**src/rtl/sobel_pkg.sv**
```systemverilog
// Shared types for the sobel filter family: pixel width, pixel type and
// the row-buffer occupancy encoding used by the output serializer.
package sobel_pkg;

  localparam int PIX_W = 8;

  typedef logic [PIX_W-1:0] pixel_t;

  // Occupancy of the two-slot row store; the encoding is the row count itself.
  typedef enum logic [1:0] {
    EMPTY = 2'd0,
    ONE   = 2'd1,
    FULL  = 2'd2
  } fifo_state_t;

  // Index width for a 0..n-1 counter, never narrower than one bit.
  function automatic int idx_w(input int n);
    return (n > 1) ? $clog2(n) : 1;
  endfunction

endpackage

```
**src/rtl/sobel_row_serializer_if.sv**
```systemverilog
// Row-parallel input and pixel-serial output handshakes of the row serializer.
// The block under design takes the slave side; the filter/sink pair is the master.
interface sobel_row_serializer_if
  import sobel_pkg::*;
#(
  parameter int WIDTH = 3
);

  pixel_t row_in [WIDTH];
  logic   row_valid;
  logic   row_ready;
  pixel_t pix_out;
  logic   pix_valid;
  logic   pix_ready;
  logic   pix_last;
  logic   pix_frame_end;

  modport master (
    output row_in, row_valid, pix_ready,
    input  row_ready, pix_out, pix_valid, pix_last, pix_frame_end
  );

  modport slave (
    input  row_in, row_valid, pix_ready,
    output row_ready, pix_out, pix_valid, pix_last, pix_frame_end
  );

endinterface

```
**src/rtl/sobel_row_fifo.sv**
```systemverilog
// Two-entry row store: each entry holds one full WIDTH-pixel row.
// Occupancy is kept as an explicit state; pointers pick the write and read slots.
module sobel_row_fifo
  import sobel_pkg::*;
#(
  parameter int WIDTH = 3
) (
  input  logic   clk,
  input  logic   rst_n,
  input  logic   push,
  input  pixel_t push_row [WIDTH],
  input  logic   pop,
  output pixel_t rd_row [WIDTH],
  output logic   full,
  output logic   empty
);

  fifo_state_t state, state_next;
  logic        wr_ptr, rd_ptr;
  logic        do_push, do_pop;
  pixel_t      slot [2][WIDTH];

  assign full    = (state == FULL);
  assign empty   = (state == EMPTY);
  assign do_push = push && !full;
  assign do_pop  = pop && !empty;

  // NOTE: state and storage use non-blocking assignments so every flop samples pre-edge values.
  always_ff @(posedge clk or negedge rst_n) begin
    if (!rst_n) state <= EMPTY;
    else        state <= state_next;
  end

  // Push and pop in the same cycle from ONE keeps ONE: the slots differ.
  always_comb begin
    // NOTE: default first, so no branch leaves state_next unassigned and infers a latch.
    state_next = state;
    case (state)
      EMPTY:   if (do_push) state_next = ONE;
      ONE: begin
        if (do_push && !do_pop)      state_next = FULL;
        else if (do_pop && !do_push) state_next = EMPTY;
      end
      FULL:    if (do_pop) state_next = ONE;
      default: state_next = EMPTY;
    endcase
  end

  always_ff @(posedge clk or negedge rst_n) begin
    if (!rst_n) begin
      wr_ptr <= 1'b0;
      rd_ptr <= 1'b0;
      // NOTE: slot contents must read as zero after reset, so the store is flops, not a RAM.
      for (int s = 0; s < 2; s++)
        for (int c = 0; c < WIDTH; c++)
          slot[s][c] <= '0;
    end else begin
      if (do_push) begin
        for (int c = 0; c < WIDTH; c++)
          slot[wr_ptr][c] <= push_row[c];
        wr_ptr <= ~wr_ptr;
      end
      if (do_pop) rd_ptr <= ~rd_ptr;
    end
  end

  always_comb begin
    for (int c = 0; c < WIDTH; c++)
      rd_row[c] = slot[rd_ptr][c];
  end

endmodule

```
**src/rtl/sobel_row_serializer.sv**
```systemverilog
// Turns whole filtered rows into a one-pixel-per-cycle valid/ready stream
// with row-end and frame-end markers; up to two rows are buffered.
module sobel_row_serializer
  import sobel_pkg::*;
#(
  parameter int WIDTH = 3,
  parameter int ROWS  = 3
) (
  input logic                    clk,
  input logic                    rst_n,
  sobel_row_serializer_if.slave  bus
);

  localparam int COL_W = idx_w(WIDTH);
  localparam int ROW_W = idx_w(ROWS);
  localparam logic [COL_W-1:0] COL_LAST = COL_W'(WIDTH - 1);
  localparam logic [ROW_W-1:0] ROW_LAST = ROW_W'(ROWS - 1);

  logic [COL_W-1:0] col;
  logic [ROW_W-1:0] row_cnt;
  logic             push, pop, full, empty;
  logic             beat, at_col_last;
  pixel_t           rd_row [WIDTH];

  assign bus.row_ready = !full;
  assign bus.pix_valid = !empty;
  assign push          = bus.row_valid && !full;
  assign beat          = !empty && bus.pix_ready;
  assign at_col_last   = (col == COL_LAST);
  assign pop           = beat && at_col_last;

  sobel_row_fifo #(
    .WIDTH (WIDTH)
  ) u_fifo (
    .clk      (clk),
    .rst_n    (rst_n),
    .push     (push),
    .push_row (bus.row_in),
    .pop      (pop),
    .rd_row   (rd_row),
    .full     (full),
    .empty    (empty)
  );

  // Column walks the current row; the last column's handshake pops the row.
  always_ff @(posedge clk or negedge rst_n) begin
    if (!rst_n) begin
      col     <= '0;
      row_cnt <= '0;
    end else if (beat) begin
      if (at_col_last) begin
        col     <= '0;
        row_cnt <= (row_cnt == ROW_LAST) ? '0 : row_cnt + ROW_W'(1);
      end else begin
        col <= col + COL_W'(1);
      end
    end
  end

  always_comb begin
    bus.pix_out       = '0;
    bus.pix_last      = 1'b0;
    bus.pix_frame_end = 1'b0;
    if (!empty) begin
      bus.pix_out       = rd_row[col];
      bus.pix_last      = at_col_last;
      bus.pix_frame_end = at_col_last && (row_cnt == ROW_LAST);
    end
  end

endmodule
```
**src/flat_wrapper.sv**
```systemverilog
// flat-port wrapper written by rule: the top's interface ports become plain ports
module sobel_row_serializer_flat import sobel_pkg::*;
#(
  parameter int WIDTH = 3,
  parameter int ROWS  = 3
)
  (clk, rst_n, bus_row_in, bus_row_valid, bus_pix_ready, bus_row_ready, bus_pix_out, bus_pix_valid, bus_pix_last, bus_pix_frame_end);
  sobel_row_serializer_if #(.WIDTH(WIDTH)) bus_i ();
  input logic clk;
  input logic rst_n;
  input wire logic [$bits(bus_i.row_in)-1:0] bus_row_in;
  input wire logic [$bits(bus_i.row_valid)-1:0] bus_row_valid;
  input wire logic [$bits(bus_i.pix_ready)-1:0] bus_pix_ready;
  output wire logic [$bits(bus_i.row_ready)-1:0] bus_row_ready;
  output wire logic [$bits(bus_i.pix_out)-1:0] bus_pix_out;
  output wire logic [$bits(bus_i.pix_valid)-1:0] bus_pix_valid;
  output wire logic [$bits(bus_i.pix_last)-1:0] bus_pix_last;
  output wire logic [$bits(bus_i.pix_frame_end)-1:0] bus_pix_frame_end;
  assign bus_i.row_in = {>>{bus_row_in}};
  assign bus_i.row_valid = bus_row_valid;
  assign bus_i.pix_ready = bus_pix_ready;
  assign bus_row_ready = bus_i.row_ready;
  assign bus_pix_out = bus_i.pix_out;
  assign bus_pix_valid = bus_i.pix_valid;
  assign bus_pix_last = bus_i.pix_last;
  assign bus_pix_frame_end = bus_i.pix_frame_end;
  sobel_row_serializer #(.WIDTH(WIDTH), .ROWS(ROWS)) u_core (.clk(clk), .rst_n(rst_n), .bus(bus_i));
endmodule
```
**config.mk**
```make
export PLATFORM = sky130hd
export DESIGN_NAME = sobel_row_serializer_flat
export DESIGN_NICKNAME = d
export VERILOG_FILES = /design/src/rtl/sobel_pkg.sv /design/src/rtl/sobel_row_serializer_if.sv /design/src/rtl/sobel_row_fifo.sv /design/src/rtl/sobel_row_serializer.sv /design/src/flat_wrapper.sv
export SDC_FILE = /design/constraint.sdc
export NUM_CORES = 1
export LEC_CHECK = 0
export ABC_AREA = 1
export CORE_UTILIZATION = 35
export DETAILED_ROUTE_END_ITERATION = 6
export GPL_ROUTABILITY_DRIVEN = 0
export PLACE_DENSITY = 0.65
export SYNTH_ARGS = -nofsm -noshare
export SYNTH_HDL_FRONTEND = slang
export SYNTH_HIERARCHICAL = 1
export SYNTH_SLANG_ARGS = --single-unit
```
**constraint.sdc**
```tcl
create_clock -name clk -period 6.1 [get_ports clk]
set_clock_uncertainty 0.1 [all_clocks]
set_input_delay 1.525 -clock clk [delete_from_list [all_inputs] [get_ports clk]]
set_output_delay 1.525 -clock clk [all_outputs]
set_load 0.005 [all_outputs]
```
Yosys cells after proc, flatten, opt, wreduce, memory -nomap -nowiden
Index checks and enable logic that the tools add are counted.
Storage, ports and cells
  bits in registers: 56
  word-level logic and storage cells: 70
Cells by class
  add/subtract/negate cells: 2
  magnitude comparators: 4
  equality and inequality tests: 7
  muxes and demuxes: 25
  bitwise logic cells: 5
  reductions and logical operators: 16
Operator list (count)
  $bwmux W48: 3
  $mux W24: 4
  $demux W24 S1: 3
  $mux W8: 4
  $bmux W8 S2: 1
  $mux W16: 1
  $mux W2: 6
  $logic_and A1 B1 Y1: 9
  $eq A2 B2 Y1 const B: 3
  $pmux W2 S3: 1
  $add A2 B1 Y2 const B: 2
  $ge A2 B2 Y1 const B: 2
  $logic_not A1 Y1: 4
  $ne A2 B2 Y1 const B: 2
  $not A1 Y2: 2
  $ge A3 B3 Y1 const B: 1
  $ne A3 B3 Y1 const B: 1
  $not A2 Y3: 1
  $reduce_and A3 Y1: 1
  $eq A2 B1 Y1 const B: 1
  $logic_not A2 Y1: 1
  $lt A2 B1 Y1 const B: 1
  $mux W1: 2
  $not A1 Y1: 2
  $reduce_and A2 Y1: 1

Longest topological paths before layout
Gate-level depths: netlist of the first run.
  depth in word-level cells: 9
  mapped depth: 11
  mapped depth without buffers: 10

Modules after synthesis
The synthesis of the first run kept the hierarchy.
Modules (own cells, without submodules)
  sobel_row_fifo: times used 1, cells an instance 312, area an instance 2402.3 um2
  sobel_row_serializer: times used 1, cells an instance 81, area an instance 530.5 um2

Worst setup path after synthesis of the first run
Ideal clock, no wire load.
  path kind: flip-flop to output port
  start: register u_core.u_fifo.rd_ptr
  end: output port bus_pix_out[0]
  arrival time: 1.232 ns
  required time: 4.475 ns
  slack: 3.243 ns
  stages on the path, launching flop included: 10
  buffers on the path: 2
  cells stage by stage: dfrtp_1 buf_2 clkinv_1 clkbuf_1 nand2_1 nand2_1 nand3_2 nand3_1 nand2_1 inv_1
RTL lines
  start: declaration: RTL line sobel_row_fifo.sv:19  | logic wr_ptr, rd_ptr;
  start signal: assignment: RTL line sobel_row_fifo.sv:63  | if (do_pop) rd_ptr <= ~rd_ptr;
  end: declaration: RTL line flat_wrapper.sv:15  | output wire logic [$bits(bus_i.pix_out)-1:0] bus_pix_out;

==> flow_summary.toml, run 1 <==
[setup_path]
cp.required_ns = 4.47
regToRegSetupSlack_ns = 2.87
reg2reg_to = "u_core/u_fifo/slot[47]"
start_kind = "flip-flop"
cpLargestDelayFamily = "buffers and inverters"
rr_worst_depth = 4
crit_fanout = 25
slowest_delay_ns = 0.83
worstPathCellList = "clkinv_1 > nand2_1 > nand2_1 > nand3_2 > nand3_1 > nand2_1 > inv_1 > clkdlybuf4s50_1"
path_common_cell = "nand2_1"
crit_type = "flip-flop to output pin"
end_kind = "output pin"
regToRegStartpoint = "u_core/u_fifo/wr_ptr"
crit_buf_inv = 3
startpoint = "u_core/u_fifo/rd_ptr"
cp.arrival_ns = 2.93
cp_slowest_cell = "dfrtp_1"

[clock_tree]
cts-resized-gates = 0
cts_buffers = 5
cts_setup_buffers = 0
clock_latency_ns = 0.31
cts.sinks = 56
h-tree-depth = 2
clk_pin_slew_ns = 0.10
tritoncts = "built"
clock_tree.buffer_depth = 2
ctsHoldBuffers = 0
clock-root-buffer = "clkbuf_8"

[final_layout]
multi_input_comb_area_um2 = 1320
synthToLayoutAreaGrowth_pct = 16.9
fin_nets = 448
final_cell_mix = "nand2_1 (193), nand3_1 (67), dfrtp_1 (56), clkdlybuf4s50_1 (38), inv_1 (17)"
register_area_um2 = 1400
n_fill_cell = 832
diodes = 0
stdcell_count = 525
final_common_cell = "nand2_1"
drive_above_1_share_pct = 7.38

[synth]
synth-compound-area-share_pct = 1.92
synth-xor-area-share_pct = 0.299
yosys.area_share.simple_pct = 42.0
synthMuxAreaShare_pct = 0
yosys_warnings = 6
synth_cell_types = 26
synth_fa_ha_area_share_pct = 0.427
syn-instance-count = 393
synthTopCellsByArea = "dfrtp_1 (48%), nand2_1 (25%), nand3_1 (11%)"
synth_top_family_by_area = "simple AND/OR/NAND/NOR gates"
synth_top_area_cell = "dfrtp_1"
yosysSeqAreaShare_pct = 47.8
synth_area_per_cell_um2 = 7.46
synth_seq_cells = 56
synth_top_area_share_pct = 47.8
syn_area_um2 = 2930
synth_nets = 422

[placement]
hpwl_um = 4740
placed_cells = 517
numPortBuffers = 39

[global_routing]
grt_pass1_wl_um = 11500
grt-ovfl-total = 0
grt_pass1_vias = 2497
grt_max_degree = 57
antenna_found_initial = 0
grt.total_usage_pct = 16.8

[run_status]
status = "finished clean"

[drt]
vias_per_cell = 4.91
first_pass_iters = 4
routed-via-count = 2576
ant_nets = 0
wl_per_cell_um = 13.3
post-route-drc-count = 0
totalWireLength_um = 6990
drt_first_iter_violations = 141

[die]
dieWidth_um = 93.5
start_util_pct = 35.9
fp.dieH_um = 93.5
rows = 33
dieArea_um2 = 8750
io_pins = 40
core-area_um2 = 8180

[sta]
maxSlewViolCount = 0
maxSlewHeadroom_pct = 33.4
fin_tns_setup_ns = 0
setup_viol = 0
period_needed_ns = 4.56
worst_slew_pin_slew_ns = 0.999
post-route-period-util_pct = 74.7
final_hold_viol_count = 0
rsz0062_at_grt = "no"
fmax_mhz = 220

[min_path]
min_from = "u_core/u_fifo/slot[18]"
whs_path_depth = 2
min_to = "u_core/u_fifo/slot[18]"
hp-class = "flip-flop to flip-flop"

[job]
cap_violations = 0

[power]
powerDensity_nw_per_um2 = 498
ir_drop_v = 0.000192
p_leak_uw = 0.00182
-- tightest hold or removal path, cell delays in order, from the launching register on --
cell	delay [ns]
dfrtp_1	0.35
nand2_1	0.05
nand2_1	0.06
-- cells in the mapped netlist --
master	count
nor3_2	1
o21ai_0	3
buf_4	4
a21oi_1	1
o21ai_1	4
inv_1	17
nor2_4	2
o21bai_1	1
a21oi_2	1
or2_2	1
clkinv_1	2
xor2_1	1
ha_1	1
buf_6	2
inv_2	3
nand3_1	67
clkbuf_1	9
nor2_2	1
nand2_1	193
inv_6	1
dfrtp_1	56
nand2_4	1
buf_2	6
buf_8	1
nand3_2	10
nor2_1	4
-- through the flow --
step	hold WS (ns)	utilization (%)	setup slack (ns)	cell area (um2)	total power (uW)
2_1_floorplan	0.349	-	3.24	2930	1260
3_5_place_dp	0.366	40.9	1.83	3340	1510
3_3_place_gp	0.365	40.9	1.87	3340	1500
6_report	0.390	41.9	1.54	3430	1710
4_1_cts	0.393	41.9	1.48	3430	1720
5_1_grt	0.414	41.9	1.22	3430	1860
-- layout make-up --
cell class / instances / share of cell area [%]
multi-input combinational: 292 / 38.4
sequential: 56 / 40.9
clock buffer: 6 / 2.12
timing repair buffer: 41 / 11.7
clock inverter: 2 / 0.474
inverter: 23 / 2.66
tap: 105 / 3.83
-- per-layer routing --
metal / wire (um) / global-route usage [%] / up-vias / share of wire, %
li1: - / - / 1286 / -
met2: 3390 / 30.1 / 53 / 49
met1: 3200 / 21.2 / 1233 / 46
met5: 0 / 0 / - / 0
met3: 333 / 2.76 / 4 / 4.8
met4: 58 / 3.85 / 0 / 0.83
-- registers in the layout, indices dropped and copies added (netlist names) --
name,cells
u_core/u_fifo/state,2
u_core/u_fifo/rd_ptr,1
u_core/u_fifo/wr_ptr,1
u_core/col,2
u_core/u_fifo/slot,48
u_core/row_cnt,2
-- kinds of logic after synthesis --
family,count (synthesis)
AO/OA/AOI/OAI,10
XOR/XNOR,1
adder cells (fa/ha/maj),1
buffers and inverters,45
flip-flops,56
AND/OR/NAND/NOR,280
-- power breakdown --
| part | total (uW) | switching, uW | leakage, uW | internal, uW |
|---|---|---|---|---|
| clock | 205 | 123 | 0.0000414 | 82.1 |
| sequential | 734 | 190 | 0.000695 | 545 |
| combinational | 769 | 454 | 0.00108 | 316 |
-- worst max-delay path by stage --
stage / end / depth (start not counted) / slack [ns]
2_1_floorplan: bus_pix_out[0] / 9 / 3.24
3_3_place_gp: bus_pix_out[5] / 8 / 1.87
3_5_place_dp: bus_pix_out[5] / 8 / 1.83
4_1_cts: bus_pix_out[5] / 8 / 1.48
5_1_grt: bus_pix_out[6] / 8 / 1.22
6_report: bus_pix_out[0] / 8 / 1.54
(Power assumes the default switching activity.)
==> run 2, diff against run 1 <==
Settings changed: PLACE_DENSITY 0.65 to 0.67.
Clock period 6.1 ns to 4.1 ns, I/O delays scaled along.
==> run 2 against run 1 <==
Effect of this change: sequential share of layout area decreased by 0.30 points; largest cell class unchanged; critical endpoint is now bus_pix_out[6]; count of clock-buffer cells in the layout stayed put; via count up 0.16%; sequential power grew 44%; critical path depth shrank 2.
==> flow_summary.toml, run 2 (synthesized netlist as in run 1, its figures left out) <==
[run_status]
status = "finished clean"

[setup_path]
end_kind = "output pin"
regToRegStartpoint = "u_core/u_fifo/wr_ptr"
crit_type = "flip-flop to output pin"
crit_buf_inv = 3
cp.arrival_ns = 2.14
start_kind = "flip-flop"
cp.required_ns = 2.97
rr_worst_depth = 3
slowest_delay_ns = 0.75
cp_slowest_cell = "dfrtp_1"
reg2reg_to = "u_core/u_fifo/slot[23]"
worstPathCellList = "inv_1 > nand3_1 > nand3_1 > nand2_1 > inv_1 > clkdlybuf4s50_1"
regToRegSetupSlack_ns = 1.79
cpLargestDelayFamily = "buffers and inverters"
crit_fanout = 12

[die]
fp.dieH_um = 93.5
dieArea_um2 = 8750
io_pins = 40
core-area_um2 = 8180
start_util_pct = 35.9
dieWidth_um = 93.5
rows = 33

[global_routing]
grtUsageMet2_pct = 28.7
grt_pass1_vias = 2576
grt_util_met3_pct = 3.09
antenna_found_initial = 0
grt-busiest-layer = "met2"
grt_pass1_wl_um = 12200
grt-ovfl-total = 0
grt_max_degree = 49
use_met1_pct = 24.3
grt.total_usage_pct = 17.8

[final_layout]
n_fill_cell = 850
synthToLayoutAreaGrowth_pct = 17.8
register_area_um2 = 1400
regMostFlops = "u_core/u_fifo/slot"
drive_above_1_share_pct = 8.06
diodes = 0
largest_reg_flops = 48
fin_nets = 451
multi_input_comb_area_um2 = 1320
final_common_cell = "nand2_1"
final_cell_mix = "nand2_1 (193), nand3_1 (67), dfrtp_1 (56), clkdlybuf4s50_1 (38), inv_1 (17)"
final_area_um2 = 3450

[min_path]
hp-class = "flip-flop to flip-flop"
min_to = "u_core/u_fifo/slot[47]"
whs_path_depth = 2
min_from = "u_core/u_fifo/slot[47]"

[clock_tree]
cts.sinks = 56
cts_setup_buffers = 0
ctsHoldBuffers = 0
clock-root-buffer = "clkbuf_8"
h-tree-depth = 2
tritoncts = "built"
cts_buffers = 5
clock_tree.buffer_depth = 2
clk_pin_slew_ns = 0.10
clock_latency_ns = 0.31
cts-resized-gates = 0

[drt]
wl_per_cell_um = 13.3
vias_per_cell = 4.90
drt_first_iter_violations = 108
first_pass_iters = 4
routed-via-count = 2580
post-route-drc-count = 0
ant_nets = 0
totalWireLength_um = 6990

[sta]
period_needed_ns = 3.26
fin_tns_setup_ns = 0
fmax_mhz = 306
fin_hold_ws_ns = 0.390
setup_viol = 0
rsz0062_at_grt = "no"
post-route-period-util_pct = 79.6
worst_slew_pin_slew_ns = 1.04
final_hold_viol_count = 0
maxSlewViolCount = 0
maxSlewHeadroom_pct = 31.0

[power]
p_sw_uw = 1140
pwr-share-clk_pct = 12.2
pwr-share-seq_pct = 41.2
powerDensity_nw_per_um2 = 745
p_comb_share_pct = 46.6
p_leak_uw = 0.00184
p_sw_share_pct = 44.4
p_int_uw = 1430
ir_drop_v = 0.000249

[placement]
hpwl_um = 4660
numPortBuffers = 39
placedInstanceArea_um2 = 3360

[job]
cap_violations = 0
[run 2: worst max-delay path by stage]
stage | start | end | slack (ns) | depth (start not counted)
floorplan | u_core/u_fifo/rd_ptr | bus_pix_out[0] | 1.74 | 9
global placement | u_core/col[0] | bus_pix_out[7] | 1.20 | 6
detailed placement | u_core/col[0] | bus_pix_out[3] | 1.19 | 6
CTS | u_core/col[0] | bus_pix_out[5] | 0.82 | 6
global route | u_core/col[0] | bus_pix_out[6] | 0.66 | 6
finish | u_core/col[0] | bus_pix_out[6] | 0.84 | 6
[run 2: tightest hold or removal path, delay by kind of cell (launching register included)]
kind / cells / cell delay [ns]
flops: 1 / 0.36
simple gates: 2 / 0.10
[run 2: cell type report]
type	instances	share of cell area [%]
well taps	105	3.80
repair buffers	44	12.2
multi-input cells	292	38.1
clock buffers	6	2.39
clock inverters	1	0.254
inverters	23	2.64
flip-flops and latches	56	40.6
[run 2: power by group through the flow]
stage	clock [uW]	combinational (uW)	sequential (uW)
final	314	1200	1060
after global placement	0	1190	1060
after CTS	323	1210	1060
after floorplan	0	950	932
after global routing	342	1380	1090
after detailed placement	0	1210	1060
[run 2: through the flow]
stage | worst slack, ns | utilization [%] | power [uW] | instances
2_1_floorplan | 1.74 | - | 1880 | 393
3_5_place_dp | 1.19 | 41.1 | 2270 | 520
5_1_grt | 0.656 | 42.3 | 2820 | 527
4_1_cts | 0.822 | 42.3 | 2590 | 527
6_report | 0.836 | 42.3 | 2580 | 527
3_3_place_gp | 1.20 | 41.1 | 2250 | 520
[run 2: per-layer routing]
layer	vias up	routed length, um
li1	1291	-
met1	1240	3390
met2	41	3260
met3	8	232
met4	0	99
met5	-	0
==> run 3, diff against run 2 <==
Settings changed: PLACE_DENSITY 0.67 to 0.65.
Clock period 4.1 ns to 3.3 ns, I/O delays scaled along.
==> run 3 against run 2 <==
Effect of this change: sequential power increased by 21%; critical path depth is 3 higher; cell count is 0.95% higher; register-to-register slack got worse by 0.60 ns; highest routed layer unchanged; combinational power grew 33%; setup slack worse by 0.55 ns; hold slack got worse by 0.067 ns; first-iteration DRC count is 92% higher; sequential share of layout area is 0.54 points lower.
==> flow_summary.toml, run 3 (synthesized netlist as in run 1, its figures left out) <==
[setup_path]
start_kind = "flip-flop"
crit_fanout = 15
path_common_cell = "nand2_1"
startpoint = "u_core/u_fifo/rd_ptr"
worstPathCellList = "clkinv_1 > buf_12 > nand2_1 > nand2_1 > nand3_1 > nand3_1 > nand2_1 > inv_1 > clkdlybuf4s50_1"
rr_worst_depth = 9
cp.arrival_ns = 2.09
regToRegStartpoint = "u_core/col[1]"
end_kind = "output pin"
regToRegSetupSlack_ns = 1.19
cp_slowest_cell = "clkdlybuf4s50_1"
reg2reg_to = "u_core/u_fifo/state[1]"
crit_type = "flip-flop to output pin"
slowest_delay_ns = 0.43
cp.required_ns = 2.37

[power]
p_leak_uw = 0.00185
finalPower_uw = 3270
p_sw_uw = 1460
powerDensity_nw_per_um2 = 934
pwr-share-clk_pct = 12.3
ir_drop_v = 0.000375
pwr-share-seq_pct = 39.1
p_comb_share_pct = 48.6
p_int_uw = 1820
p_sw_share_pct = 44.5

[placement]
hpwl_um = 5050
dp_slack_ns = 0.476
numPortBuffers = 39

[global_routing]
grtUsageMet2_pct = 30.8
grt-ovfl-total = 0
grt.total_usage_pct = 18.6
use_met1_pct = 24.8
grt-busiest-layer = "met2"
grt_pass1_wl_um = 12600
grt_pass1_vias = 2613
antenna_found_initial = 0
grt_max_degree = 29
grt_util_met3_pct = 3.17

[sta]
setup_slack_ns = 0.281
worst_slew_pin_slew_ns = 0.578
post-route-period-util_pct = 91.5
maxSlewHeadroom_pct = 61.4
fin_tns_setup_ns = 0
maxSlewViolCount = 0
final_hold_viol_count = 0
fin_hold_ws_ns = 0.323
rsz0062_at_grt = "no"
fmax_mhz = 331
period_needed_ns = 3.02
setup_viol = 0

[drt]
totalWireLength_um = 7470
ant_nets = 0
first_pass_iters = 5
vias_per_cell = 4.91
drt_first_iter_violations = 207
wl_per_cell_um = 14.0
routed-via-count = 2613
post-route-drc-count = 0

[final_layout]
fin_nets = 455
final_cell_mix = "nand2_1 (193), nand3_1 (67), dfrtp_1 (55), clkdlybuf4s50_1 (38), inv_1 (17)"
largest_reg_flops = 48
drive_above_1_share_pct = 9.37
n_fill_cell = 838
diodes = 0
regMostFlops = "u_core/u_fifo/slot"
fin_util_pct = 42.9
synthToLayoutAreaGrowth_pct = 19.5
final_common_cell = "nand2_1"

[clock_tree]
clock-root-buffer = "clkbuf_8"
clock_tree.buffer_depth = 2
h-tree-depth = 2
clk_pin_slew_ns = 0.10
cts_buffers = 5
tritoncts = "built"
clock_latency_ns = 0.32
ctsHoldBuffers = 0
cts.sinks = 56
cts_setup_buffers = 0
cts-resized-gates = 0

[min_path]
hp-class = "primary input to async pin"

[die]
core-area_um2 = 8180
start_util_pct = 35.9
rows = 33
io_pins = 40
dieArea_um2 = 8750
dieWidth_um = 93.5
fp.dieH_um = 93.5

[run_status]
status = "finished clean"

[job]
cap_violations = 0
run 3: worst max-delay path: cells and delay by family (launching register included):
| kind | cells | cell delay (ns) |
|---|---|---|
| buffers and inverters | 4 | 1.06 |
| and+or+nand+nor | 5 | 0.36 |
| DFF | 1 | 0.36 |
run 3: worst max path at each step:
stage                endpoint  slack (ns)  depth (start not counted)
2_1_floorplan  bus_pix_out[0]        1.14                          9
3_3_place_gp   bus_pix_out[2]        0.48                          6
3_5_place_dp   bus_pix_out[1]        0.48                          6
4_1_cts        bus_pix_out[1]        0.11                          6
5_1_grt        bus_pix_out[2]        0.11                          9
6_report       bus_pix_out[2]        0.28                          9
run 3: power groups by stage:
stage / sequential [uW] / clock [uW] / combinational, uW
floorplan: 1160 / 0 / 1180
global placement: 1280 / 0 / 1560
detailed placement: 1290 / 0 / 1600
CTS: 1280 / 413 / 1610
global route: 1320 / 438 / 1810
finish: 1280 / 402 / 1590
run 3: area by class of cell:
| cell class | instances | area (um2) | area share (%) |
|---|---|---|---|
| Timing Repair Buffer | 48 | 465 | 13.3 |
| Clock inverter | 2 | 15.0 | 0.428 |
| Clock buffer | 6 | 82.6 | 2.36 |
| Sequential cell | 56 | 1400 | 40.0 |
| Inverter | 23 | 91.3 | 2.61 |
| Tap cell | 105 | 131 | 3.75 |
| Multi-Input combinational cell | 292 | 1320 | 37.6 |
run 3: through the flow:
stage | instances | cell area [um2]
after floorplan | 393 | 2930
after global placement | 524 | 3410
after detailed placement | 524 | 3410
after CTS | 532 | 3500
after global routing | 532 | 3500
final | 532 | 3500
run 3: metal layers:
metal / share of wire [%] / vias to the layer above
met5: 0 / -
met4: 1.4 / 0
met3: 5.2 / 7
met2: 49 / 77
met1: 45 / 1231
li1: - / 1298
